==> config.mk <==
export PLATFORM = sky130hd
export DESIGN_NAME = prt_scaler_krnl_flat
export DESIGN_NICKNAME = d
export VERILOG_FILES = /design/src/rtl/prt_scaler_pkg.sv /design/src/rtl/prt_scaler_krnl_if.sv /design/src/rtl/prt_scaler_krnl_lerp.sv /design/src/rtl/prt_scaler_krnl.sv /design/src/flat_wrapper.sv
export SDC_FILE = /design/constraint.sdc
export NUM_CORES = 2
export LEC_CHECK = 0
export CAP_MARGIN = 10
export CORE_ASPECT_RATIO = 1.75
export CORE_UTILIZATION = 40
export DETAILED_ROUTE_END_ITERATION = 12
export PLACE_DENSITY = 0.6
export SYNTH_ARGS = -nofsm -noshare
export SYNTH_HDL_FRONTEND = slang
export SYNTH_SLANG_ARGS = --single-unit
export TNS_END_PERCENT = 50
==> constraint.sdc <==
create_clock -name CLK_IN -period 9.79 [get_ports CLK_IN]
set_clock_uncertainty 0.15 [all_clocks]
set_input_delay 0.979 -clock CLK_IN [delete_from_list [all_inputs] [get_ports CLK_IN]]
set_output_delay 0.979 -clock CLK_IN [all_outputs]
set_load 0.005 [all_outputs]
==> src/rtl/prt_scaler_pkg.sv <==
// Shared types and constants for the bilinear up-scaling kernel.
// The lerp width helper sizes the blend intermediate: P_BPC data bits plus a 9-bit weight.
package prt_scaler_pkg;

   typedef enum logic [2:0] {
      IDLE,
      WFS,
      WRDY,
      ACT,
      EOL
   } krnl_state_t;

   localparam int P_FRAC_W = 12;
   localparam int P_WGT_W  = 8;

   function automatic int lerp_acc_w(input int bpc);
      return bpc + P_WGT_W + 1;
   endfunction

endpackage

==> src/rtl/prt_scaler_krnl_if.sv <==
// Control, sliding-window and video signals of one kernel instance.
// The master side drives control and window data; the slave side is the kernel.
interface prt_scaler_krnl_if #(
   parameter int P_PPC = 4,
   parameter int P_BPC = 8
);
   logic                   CTL_RUN_IN;
   logic                   CTL_FS_IN;
   logic [15:0]            CTL_HINC_IN;
   logic [15:0]            CTL_VINC_IN;
   logic [13:0]            CTL_W_IN;
   logic [13:0]            CTL_H_IN;
   logic                   SLW_RDY_IN;
   logic [5*P_BPC-1:0]     SLW_DAT0_IN;
   logic [5*P_BPC-1:0]     SLW_DAT1_IN;
   logic [1:0]             SLW_STEP_OUT;
   logic                   SLW_LRST_OUT;
   logic                   SLW_LNXT_OUT;
   logic                   VID_DE_OUT;
   logic                   VID_EOL_OUT;
   logic [P_PPC*P_BPC-1:0] VID_DAT_OUT;

   modport master (
      output CTL_RUN_IN, CTL_FS_IN, CTL_HINC_IN, CTL_VINC_IN, CTL_W_IN, CTL_H_IN,
      output SLW_RDY_IN, SLW_DAT0_IN, SLW_DAT1_IN,
      input  SLW_STEP_OUT, SLW_LRST_OUT, SLW_LNXT_OUT,
      input  VID_DE_OUT, VID_EOL_OUT, VID_DAT_OUT
   );

   modport slave (
      input  CTL_RUN_IN, CTL_FS_IN, CTL_HINC_IN, CTL_VINC_IN, CTL_W_IN, CTL_H_IN,
      input  SLW_RDY_IN, SLW_DAT0_IN, SLW_DAT1_IN,
      output SLW_STEP_OUT, SLW_LRST_OUT, SLW_LNXT_OUT,
      output VID_DE_OUT, VID_EOL_OUT, VID_DAT_OUT
   );
endinterface

==> src/rtl/prt_scaler_krnl_lerp.sv <==
// One registered two-tap blend: y = (a*(256-w) + b*w + 128) >> 8.
// Cleared synchronously so the video data reads zero while the kernel is idle.
module prt_scaler_krnl_lerp
   import prt_scaler_pkg::*;
#(
   parameter int P_BPC = 8
) (
   input  logic               i_clk,
   input  logic               i_clr,
   input  logic [P_BPC-1:0]   i_a,
   input  logic [P_BPC-1:0]   i_b,
   input  logic [P_WGT_W-1:0] i_w,
   output logic [P_BPC-1:0]   o_y
);
   localparam int L_ACC_W = lerp_acc_w(P_BPC);

   logic [P_WGT_W:0]   w_wa;
   logic [L_ACC_W-1:0] w_acc;

   always_comb begin
      w_wa  = (P_WGT_W+1)'(1 << P_WGT_W) - {1'b0, i_w};
      w_acc = L_ACC_W'(i_a) * L_ACC_W'(w_wa) + L_ACC_W'(i_b) * L_ACC_W'(i_w)
            + L_ACC_W'(1 << (P_WGT_W - 1));
   end

   always_ff @(posedge i_clk) begin
      if (i_clr) o_y <= '0;
      else       o_y <= w_acc[P_WGT_W +: P_BPC];
   end

endmodule

==> src/rtl/prt_scaler_krnl.sv <==
// Bilinear up-scaling kernel: line FSM, phase accumulators, phase delay line matching
// the sliding-window latency, 5:1 window muxes and a two-stage lerp pipeline.
//
// state | meaning
// IDLE  | run low, everything cleared
// WFS   | waiting for frame start
// WRDY  | waiting for the window to become valid
// ACT   | issuing CTL_W_IN clocks of steps and phases
// EOL   | draining the pipeline, then line pulse or end of frame
module prt_scaler_krnl
   import prt_scaler_pkg::*;
#(
   parameter int P_PPC     = 4,
   parameter int P_BPC     = 8,
   parameter int P_SLW_LAT = 7
) (
   input  logic             CLK_IN,
   input  logic             RST_IN,
   prt_scaler_krnl_if.slave io_bus
);
   localparam int L_PH_W = P_FRAC_W + 2;
   localparam int L_IX_W = 2 + P_WGT_W;

   krnl_state_t r_state, w_state_nxt;

   logic [L_PH_W-1:0]  r_hinc;
   logic [12:0]        r_vinc;
   logic [13:0]        r_w, r_h, r_line, r_cnt;
   logic [11:0]        r_hacc, r_vacc;
   logic [P_WGT_W-1:0] r_wv;

   logic [P_SLW_LAT-1:0]    r_dl_vld, r_dl_eol;
   logic [P_PPC*L_IX_W-1:0] r_dl_ph [P_SLW_LAT];
   logic                    r_v1, r_e1, r_v2, r_e2;

   logic               w_clr, w_fs, w_act, w_drained, w_last_line, w_line_end;
   logic [1:0]         w_step;
   logic               w_lrst, w_lnxt;
   logic [L_PH_W-1:0]  w_hsum;
   logic [12:0]        w_vsum;
   logic [L_PH_W-1:0]  w_ph [P_PPC];
   logic [P_PPC*L_IX_W-1:0] w_ph_pk;
   logic               w_unused;

   assign w_clr       = RST_IN | ~io_bus.CTL_RUN_IN;
   assign w_fs        = io_bus.CTL_FS_IN;
   assign w_hsum      = {2'b00, r_hacc} + {r_hinc[11:0], 2'b00};
   assign w_vsum      = {1'b0, r_vacc} + r_vinc;
   assign w_drained   = ~|r_dl_vld & ~r_v1 & ~r_v2;
   assign w_last_line = (r_line == r_h - 14'd1);
   assign w_line_end  = (r_cnt == 14'd0);

   always_comb begin
      w_ph_pk  = '0;
      w_unused = ^{io_bus.CTL_HINC_IN[15:14], io_bus.CTL_VINC_IN[15:13]};
      for (int k = 0; k < P_PPC; k++) begin
         w_ph[k] = {2'b00, r_hacc} + L_PH_W'(k) * r_hinc;
         w_ph_pk[k*L_IX_W +: L_IX_W] = w_ph[k][L_PH_W-1 -: L_IX_W];
         w_unused = w_unused ^ (^w_ph[k][L_PH_W-L_IX_W-1:0]);
      end
   end

   always_comb begin
      w_state_nxt = r_state;
      w_step      = 2'd0;
      w_lrst      = 1'b0;
      w_lnxt      = 1'b0;
      w_act       = 1'b0;
      case (r_state)
         IDLE: w_state_nxt = WFS;
         WFS:  w_state_nxt = WFS;
         WRDY: if (io_bus.SLW_RDY_IN) w_state_nxt = ACT;
         ACT: begin
            w_act  = 1'b1;
            w_step = w_hsum[13:12];
            if (w_line_end) w_state_nxt = EOL;
         end
         EOL: begin
            if (w_drained) begin
               if (w_last_line) begin
                  w_state_nxt = WFS;
               end else begin
                  w_state_nxt = WRDY;
                  w_lnxt      = w_vsum[12];
                  w_lrst      = ~w_vsum[12];
               end
            end
         end
         default: w_state_nxt = IDLE;
      endcase
      // frame start overrides whatever the current state wanted to do this clock
      if (w_fs) begin
         w_state_nxt = WRDY;
         w_step      = 2'd0;
         w_lrst      = 1'b0;
         w_lnxt      = 1'b0;
         w_act       = 1'b0;
      end
      if (w_clr) begin
         w_state_nxt = IDLE;
         w_step      = 2'd0;
         w_lrst      = 1'b0;
         w_lnxt      = 1'b0;
         w_act       = 1'b0;
      end
   end

   always_ff @(posedge CLK_IN) begin
      if (w_clr) begin
         r_state <= IDLE;
         r_hinc  <= '0;
         r_vinc  <= '0;
         r_w     <= '0;
         r_h     <= '0;
         r_line  <= '0;
         r_cnt   <= '0;
         r_hacc  <= '0;
         r_vacc  <= '0;
         r_wv    <= '0;
      end else begin
         r_state <= w_state_nxt;
         if (w_fs) begin
            r_hinc <= io_bus.CTL_HINC_IN[L_PH_W-1:0];
            r_vinc <= io_bus.CTL_VINC_IN[12:0];
            r_w    <= io_bus.CTL_W_IN;
            r_h    <= io_bus.CTL_H_IN;
            r_line <= '0;
            r_hacc <= '0;
            r_vacc <= '0;
         end else if (r_state == WRDY && io_bus.SLW_RDY_IN) begin
            r_hacc <= '0;
            r_cnt  <= r_w - 14'd1;
            r_wv   <= r_vacc[11:4];
         end else if (w_act) begin
            r_hacc <= w_hsum[11:0];
            if (!w_line_end) r_cnt <= r_cnt - 14'd1;
         end else if (w_lrst || w_lnxt) begin
            r_vacc <= w_vsum[11:0];
            r_line <= r_line + 14'd1;
         end
      end
   end

   always_ff @(posedge CLK_IN) begin
      if (w_clr || w_fs) begin
         r_dl_vld <= '0;
         r_dl_eol <= '0;
      end else begin
         r_dl_vld <= {r_dl_vld[P_SLW_LAT-2:0], w_act};
         r_dl_eol <= {r_dl_eol[P_SLW_LAT-2:0], w_act & w_line_end};
      end
      r_dl_ph[0] <= w_ph_pk;
      for (int i = 1; i < P_SLW_LAT; i++) r_dl_ph[i] <= r_dl_ph[i-1];
   end

   // valid and end-of-line ride alongside the two lerp stages; window ready gates DE
   always_ff @(posedge CLK_IN) begin
      if (w_clr) begin
         r_v1 <= 1'b0;
         r_e1 <= 1'b0;
         r_v2 <= 1'b0;
         r_e2 <= 1'b0;
      end else begin
         r_v1 <= r_dl_vld[P_SLW_LAT-1] & io_bus.SLW_RDY_IN;
         r_e1 <= r_dl_eol[P_SLW_LAT-1];
         r_v2 <= r_v1;
         r_e2 <= r_e1;
      end
   end

   logic [P_BPC-1:0] w_d0 [5];
   logic [P_BPC-1:0] w_d1 [5];
   logic [P_BPC-1:0] w_h0 [P_PPC];
   logic [P_BPC-1:0] w_h1 [P_PPC];
   logic [P_BPC-1:0] w_y  [P_PPC];
   logic [P_PPC*P_BPC-1:0] w_dat;

   for (genvar j = 0; j < 5; j++) begin : g_win
      assign w_d0[j] = io_bus.SLW_DAT0_IN[j*P_BPC +: P_BPC];
      assign w_d1[j] = io_bus.SLW_DAT1_IN[j*P_BPC +: P_BPC];
   end

   for (genvar k = 0; k < P_PPC; k++) begin : g_pix
      logic [1:0]         w_idx;
      logic [P_WGT_W-1:0] w_wh;
      logic [2:0]         w_ia, w_ib;

      assign {w_idx, w_wh} = r_dl_ph[P_SLW_LAT-1][k*L_IX_W +: L_IX_W];
      assign w_ia = {1'b0, w_idx};
      assign w_ib = {1'b0, w_idx} + 3'd1;

      prt_scaler_krnl_lerp #(.P_BPC(P_BPC)) u_h0 (
         .i_clk(CLK_IN), .i_clr(w_clr), .i_a(w_d0[w_ia]), .i_b(w_d0[w_ib]),
         .i_w(w_wh), .o_y(w_h0[k])
      );
      prt_scaler_krnl_lerp #(.P_BPC(P_BPC)) u_h1 (
         .i_clk(CLK_IN), .i_clr(w_clr), .i_a(w_d1[w_ia]), .i_b(w_d1[w_ib]),
         .i_w(w_wh), .o_y(w_h1[k])
      );
      prt_scaler_krnl_lerp #(.P_BPC(P_BPC)) u_v (
         .i_clk(CLK_IN), .i_clr(w_clr), .i_a(w_h0[k]), .i_b(w_h1[k]),
         .i_w(r_wv), .o_y(w_y[k])
      );
   end

   always_comb begin
      w_dat = '0;
      for (int k = 0; k < P_PPC; k++) w_dat[k*P_BPC +: P_BPC] = w_y[k];
   end

   assign io_bus.SLW_STEP_OUT = w_step;
   assign io_bus.SLW_LRST_OUT = w_lrst;
   assign io_bus.SLW_LNXT_OUT = w_lnxt;
   assign io_bus.VID_DE_OUT   = r_v2;
   assign io_bus.VID_EOL_OUT  = r_v2 & r_e2;
   assign io_bus.VID_DAT_OUT  = w_dat;

endmodule

==> src/flat_wrapper.sv <==
// flat-port wrapper written by rule: the top's interface ports become plain ports
module prt_scaler_krnl_flat import prt_scaler_pkg::*;
#(
   parameter int P_PPC     = 4,
   parameter int P_BPC     = 8,
   parameter int P_SLW_LAT = 7
)
  (CLK_IN, RST_IN, io_bus_CTL_RUN_IN, io_bus_CTL_FS_IN, io_bus_CTL_HINC_IN, io_bus_CTL_VINC_IN, io_bus_CTL_W_IN, io_bus_CTL_H_IN, io_bus_SLW_RDY_IN, io_bus_SLW_DAT0_IN, io_bus_SLW_DAT1_IN, io_bus_SLW_STEP_OUT, io_bus_SLW_LRST_OUT, io_bus_SLW_LNXT_OUT, io_bus_VID_DE_OUT, io_bus_VID_EOL_OUT, io_bus_VID_DAT_OUT);
  prt_scaler_krnl_if #(.P_PPC(P_PPC), .P_BPC(P_BPC)) io_bus_i ();
  input  logic CLK_IN;
  input  logic RST_IN;
  input wire logic [$bits(io_bus_i.CTL_RUN_IN)-1:0] io_bus_CTL_RUN_IN;
  input wire logic [$bits(io_bus_i.CTL_FS_IN)-1:0] io_bus_CTL_FS_IN;
  input wire logic [$bits(io_bus_i.CTL_HINC_IN)-1:0] io_bus_CTL_HINC_IN;
  input wire logic [$bits(io_bus_i.CTL_VINC_IN)-1:0] io_bus_CTL_VINC_IN;
  input wire logic [$bits(io_bus_i.CTL_W_IN)-1:0] io_bus_CTL_W_IN;
  input wire logic [$bits(io_bus_i.CTL_H_IN)-1:0] io_bus_CTL_H_IN;
  input wire logic [$bits(io_bus_i.SLW_RDY_IN)-1:0] io_bus_SLW_RDY_IN;
  input wire logic [$bits(io_bus_i.SLW_DAT0_IN)-1:0] io_bus_SLW_DAT0_IN;
  input wire logic [$bits(io_bus_i.SLW_DAT1_IN)-1:0] io_bus_SLW_DAT1_IN;
  output wire logic [$bits(io_bus_i.SLW_STEP_OUT)-1:0] io_bus_SLW_STEP_OUT;
  output wire logic [$bits(io_bus_i.SLW_LRST_OUT)-1:0] io_bus_SLW_LRST_OUT;
  output wire logic [$bits(io_bus_i.SLW_LNXT_OUT)-1:0] io_bus_SLW_LNXT_OUT;
  output wire logic [$bits(io_bus_i.VID_DE_OUT)-1:0] io_bus_VID_DE_OUT;
  output wire logic [$bits(io_bus_i.VID_EOL_OUT)-1:0] io_bus_VID_EOL_OUT;
  output wire logic [$bits(io_bus_i.VID_DAT_OUT)-1:0] io_bus_VID_DAT_OUT;
  assign io_bus_i.CTL_RUN_IN = io_bus_CTL_RUN_IN;
  assign io_bus_i.CTL_FS_IN = io_bus_CTL_FS_IN;
  assign io_bus_i.CTL_HINC_IN = io_bus_CTL_HINC_IN;
  assign io_bus_i.CTL_VINC_IN = io_bus_CTL_VINC_IN;
  assign io_bus_i.CTL_W_IN = io_bus_CTL_W_IN;
  assign io_bus_i.CTL_H_IN = io_bus_CTL_H_IN;
  assign io_bus_i.SLW_RDY_IN = io_bus_SLW_RDY_IN;
  assign io_bus_i.SLW_DAT0_IN = io_bus_SLW_DAT0_IN;
  assign io_bus_i.SLW_DAT1_IN = io_bus_SLW_DAT1_IN;
  assign io_bus_SLW_STEP_OUT = io_bus_i.SLW_STEP_OUT;
  assign io_bus_SLW_LRST_OUT = io_bus_i.SLW_LRST_OUT;
  assign io_bus_SLW_LNXT_OUT = io_bus_i.SLW_LNXT_OUT;
  assign io_bus_VID_DE_OUT = io_bus_i.VID_DE_OUT;
  assign io_bus_VID_EOL_OUT = io_bus_i.VID_EOL_OUT;
  assign io_bus_VID_DAT_OUT = io_bus_i.VID_DAT_OUT;
  prt_scaler_krnl #(.P_PPC(P_PPC), .P_BPC(P_BPC), .P_SLW_LAT(P_SLW_LAT)) u_core (.CLK_IN(CLK_IN), .RST_IN(RST_IN), .io_bus(io_bus_i));
endmodule
==> results.cfg <==
[worst_setup_path]
critical_path.most_common_cell = fa_1
arrival_ns = 8.47
critical_path_buf_inv_count = 6
crit_path_start_kind = register
slowest_stage = ha_1
cp-end-kind = register
critical_path.top_delay_family = adder cells
crit_required_ns = 10.10
worst-setup-path-type = reg -> reg
rrSetupSlack_ns = 1.63
worst_path_largest_cell_delay_ns = 1.00
cp_max_fo = 20

[logic_synthesis]
synth_flop_cell = dfxtp_1
syn-mean-instance-area_sq_um = 9.329
synth-async-reset-ratio = 0
ys_warn_count = 0
ys_seq_area_frac = 0.1374
yosys-top-cells-area = fa_1 34%, ha_1 15%, dfxtp_1 14%, inv_1 9.2%, and2_1 7.9%
syn_area_sq_mm = 0.07225
synth_edf_count = 0
netlist.area_leader.share = 0.3358
yosys_register_bits = 496
syn_inst = 7744
synthDistinctLibCells = 86
synth_fp_nets = 9943
yosysTopAreaCell = fa_1

[outcome]
status = finished clean

[drt]
drtIter0Drc = 2152
wl_per_cell_um = 19.10
vias = 51520
remaining_drc_errors = 0
first_pass_iters = 5
routed_wl_um = 196000
drtAntennaViolNets = 0
avgViaCountPerCell = 5.022

[grt]
grt_use_total = 0.2219
antenna_found_initial = 37
grt_pass1_vias = 57130
grt_first_pass_wirelength_um = 310000
grt_max_degree = 119
gr-total-overflow = 0

[layout]
nFillCells = 17670
final_util = 0.4385
nets = 10020
drive_gt1_frac = 0.04515
area_growth_pct = 9.040

[clock_network]
clk_latency_ns = 0.66
cts_tree = done
ctsResizeCount = 0
cts-hold-fix-buffers = 0
clk_pin_slew_worst_paths_ns = 0.07
clkSinkCount = 496
postCtsSetupBuffers = 0
numCtsBuffers = 47
clockBufferDepth = 3
clockRootBuffer = clkbuf_16
h-tree-depth = 2

[sta]
hold_viol = 0
fin_crit_ns = 8.162
setup_viol_count_final = 0
rsz0062_at_grt = no
drv_slew = 0
min_period_over_period = 0.8337
fmax_mhz = 122.5
worst_pin_slew_ns = 1.160
slew_headroom = 0.2232
fin_tns_setup_ns = 0

[power]
ir_drop_mv = 0.3323
total_leakage_power_nw = 39.00
power.density_mw_per_mm2 = 151.4
p_total_mw = 11.93

[placement]
portBuffers = 177
gp_congestion = 0.9280
dpl.hpwl_um = 161500

[die]
die-area_sq_mm = 0.1824
coreArea_sq_mm = 0.1797
io_pins = 183
die_w_um = 323.3
start_util = 0.4022
die_height_um = 564.2
rows = 206

[run]
cap_violations = 0

[worst_hold_path]
min_path_type = reg -> reg
[area by class of cell]
class,count,area (sq um),share of cell area
inverters,1770,6644,0.08434
multi-input cells,5208,54820,0.6959
repair buffers,301,2738,0.03475
clock buffers,55,1246,0.01582
flip-flops and latches,496,9935,0.1261
clock inverters,32,385.4,0.004892
diodes,6,15.01,0.0001906
well taps,2392,2993,0.03799
[cell usage after synthesis (20+ instances only)]
cell type / instances
a211oi_1: 22
a21oi_1: 122
a22oi_1: 36
and2_1: 910
and3_1: 39
clkbuf_1: 238
dfxtp_1: 496
fa_1: 1212
ha_1: 842
inv_1: 1767
mux2i_1: 92
mux4_2: 76
nand2_1: 643
nand2b_1: 69
nand3_1: 40
nor2_1: 283
nor2b_1: 117
nor3_1: 79
o211ai_1: 25
o21ai_0: 79
o21bai_1: 20
or3_1: 34
xnor2_1: 172
xor2_1: 60
[metrics by stage]
stage	area, sq um	std cells	setup slack (ns)	hold WS, ns
floorplan	72250	7744	2.718	0.1596
global placement	77130	10170	1.351	0.1600
detailed placement	77130	10170	1.332	0.1621
CTS	78760	10250	1.696	0.1282
global route	78770	10260	1.279	0.1527
finish	78780	10260	1.628	0.1444
[final timing paths]
kind | cells past startpoint | endpoint | startpoint
setup / recovery | 25 | u_core.g_pix[1].u_h0.o_y[5] | u_core.r_dl_ph[6][19]
hold reg to reg | 0 | u_core.r_dl_ph[2][19] | u_core.r_dl_ph[1][19]
setup reg to reg | 25 | u_core.g_pix[1].u_h0.o_y[5] | u_core.r_dl_ph[6][19]
hold / removal | 0 | u_core.r_dl_ph[2][19] | u_core.r_dl_ph[1][19]
[worst register-to-register path, delay by kind of cell, from the launching register on]
family | cells | cell delay (ns)
adder cells (fa/ha/maj) | 8 | 4.29
AO/OA/AOI/OAI | 4 | 1.50
AND/OR/NAND/NOR | 6 | 0.89
buffers and inverters | 6 | 0.72
flip-flops | 1 | 0.30
XOR/XNOR | 1 | 0.15
[routing by layer]
metal	track usage	part of all wire	up-vias
met5	0	0.0020	-
met4	0.1262	0.066	62
met3	0.02959	0.045	491
met2	0.4257	0.54	1147
met1	0.2268	0.35	26170
li1	-	-	23660
[sequential cells by signal, summed over array words and instances (netlist names), 12 cells and up]
register,cells
u_core.r_vinc,13
u_core.r_cnt,14
u_core.g_pix.u_h0.o_y,32
u_core.r_vacc,12
u_core.r_h,14
u_core.g_pix.u_v.o_y,32
u_core.r_w,14
u_core.r_hinc,14
u_core.r_line,14
u_core.r_dl_ph,266
u_core.g_pix.u_h1.o_y,32
[power breakdown]
part / internal, mW / switching, mW / leakage [nW]
registers: 2.15 / 0.181 / 4.04
clock network: 1.01 / 0.919 / 0.778
logic: 3.34 / 4.33 / 34.2
total: 6.50 / 5.43 / 39.0
[cells by family after synthesis]
| kind of cell | share of synthesized area |
|---|---|
| adder cells (fa/ha/maj) | 0.4817 |
| flip-flops | 0.1374 |
| AO/OA/AOI/OAI | 0.04208 |
| multiplexers | 0.03956 |
| buffers and inverters | 0.1064 |
| XOR/XNOR | 0.02844 |
| AND/OR/NAND/NOR | 0.1644 |
[placed cells by master (no fill, tap or decap), types with 158 or more instances in the layout]
cell type / instances
inv_1: 1767
and2_1: 910
nor2_1: 283
nand2_1: 643
fa_1: 1212
dfxtp_1: 492
ha_1: 842
clkdlybuf4s50_1: 176
xnor2_1: 158
No activity file was read; power rests on OpenSTA's default activity.
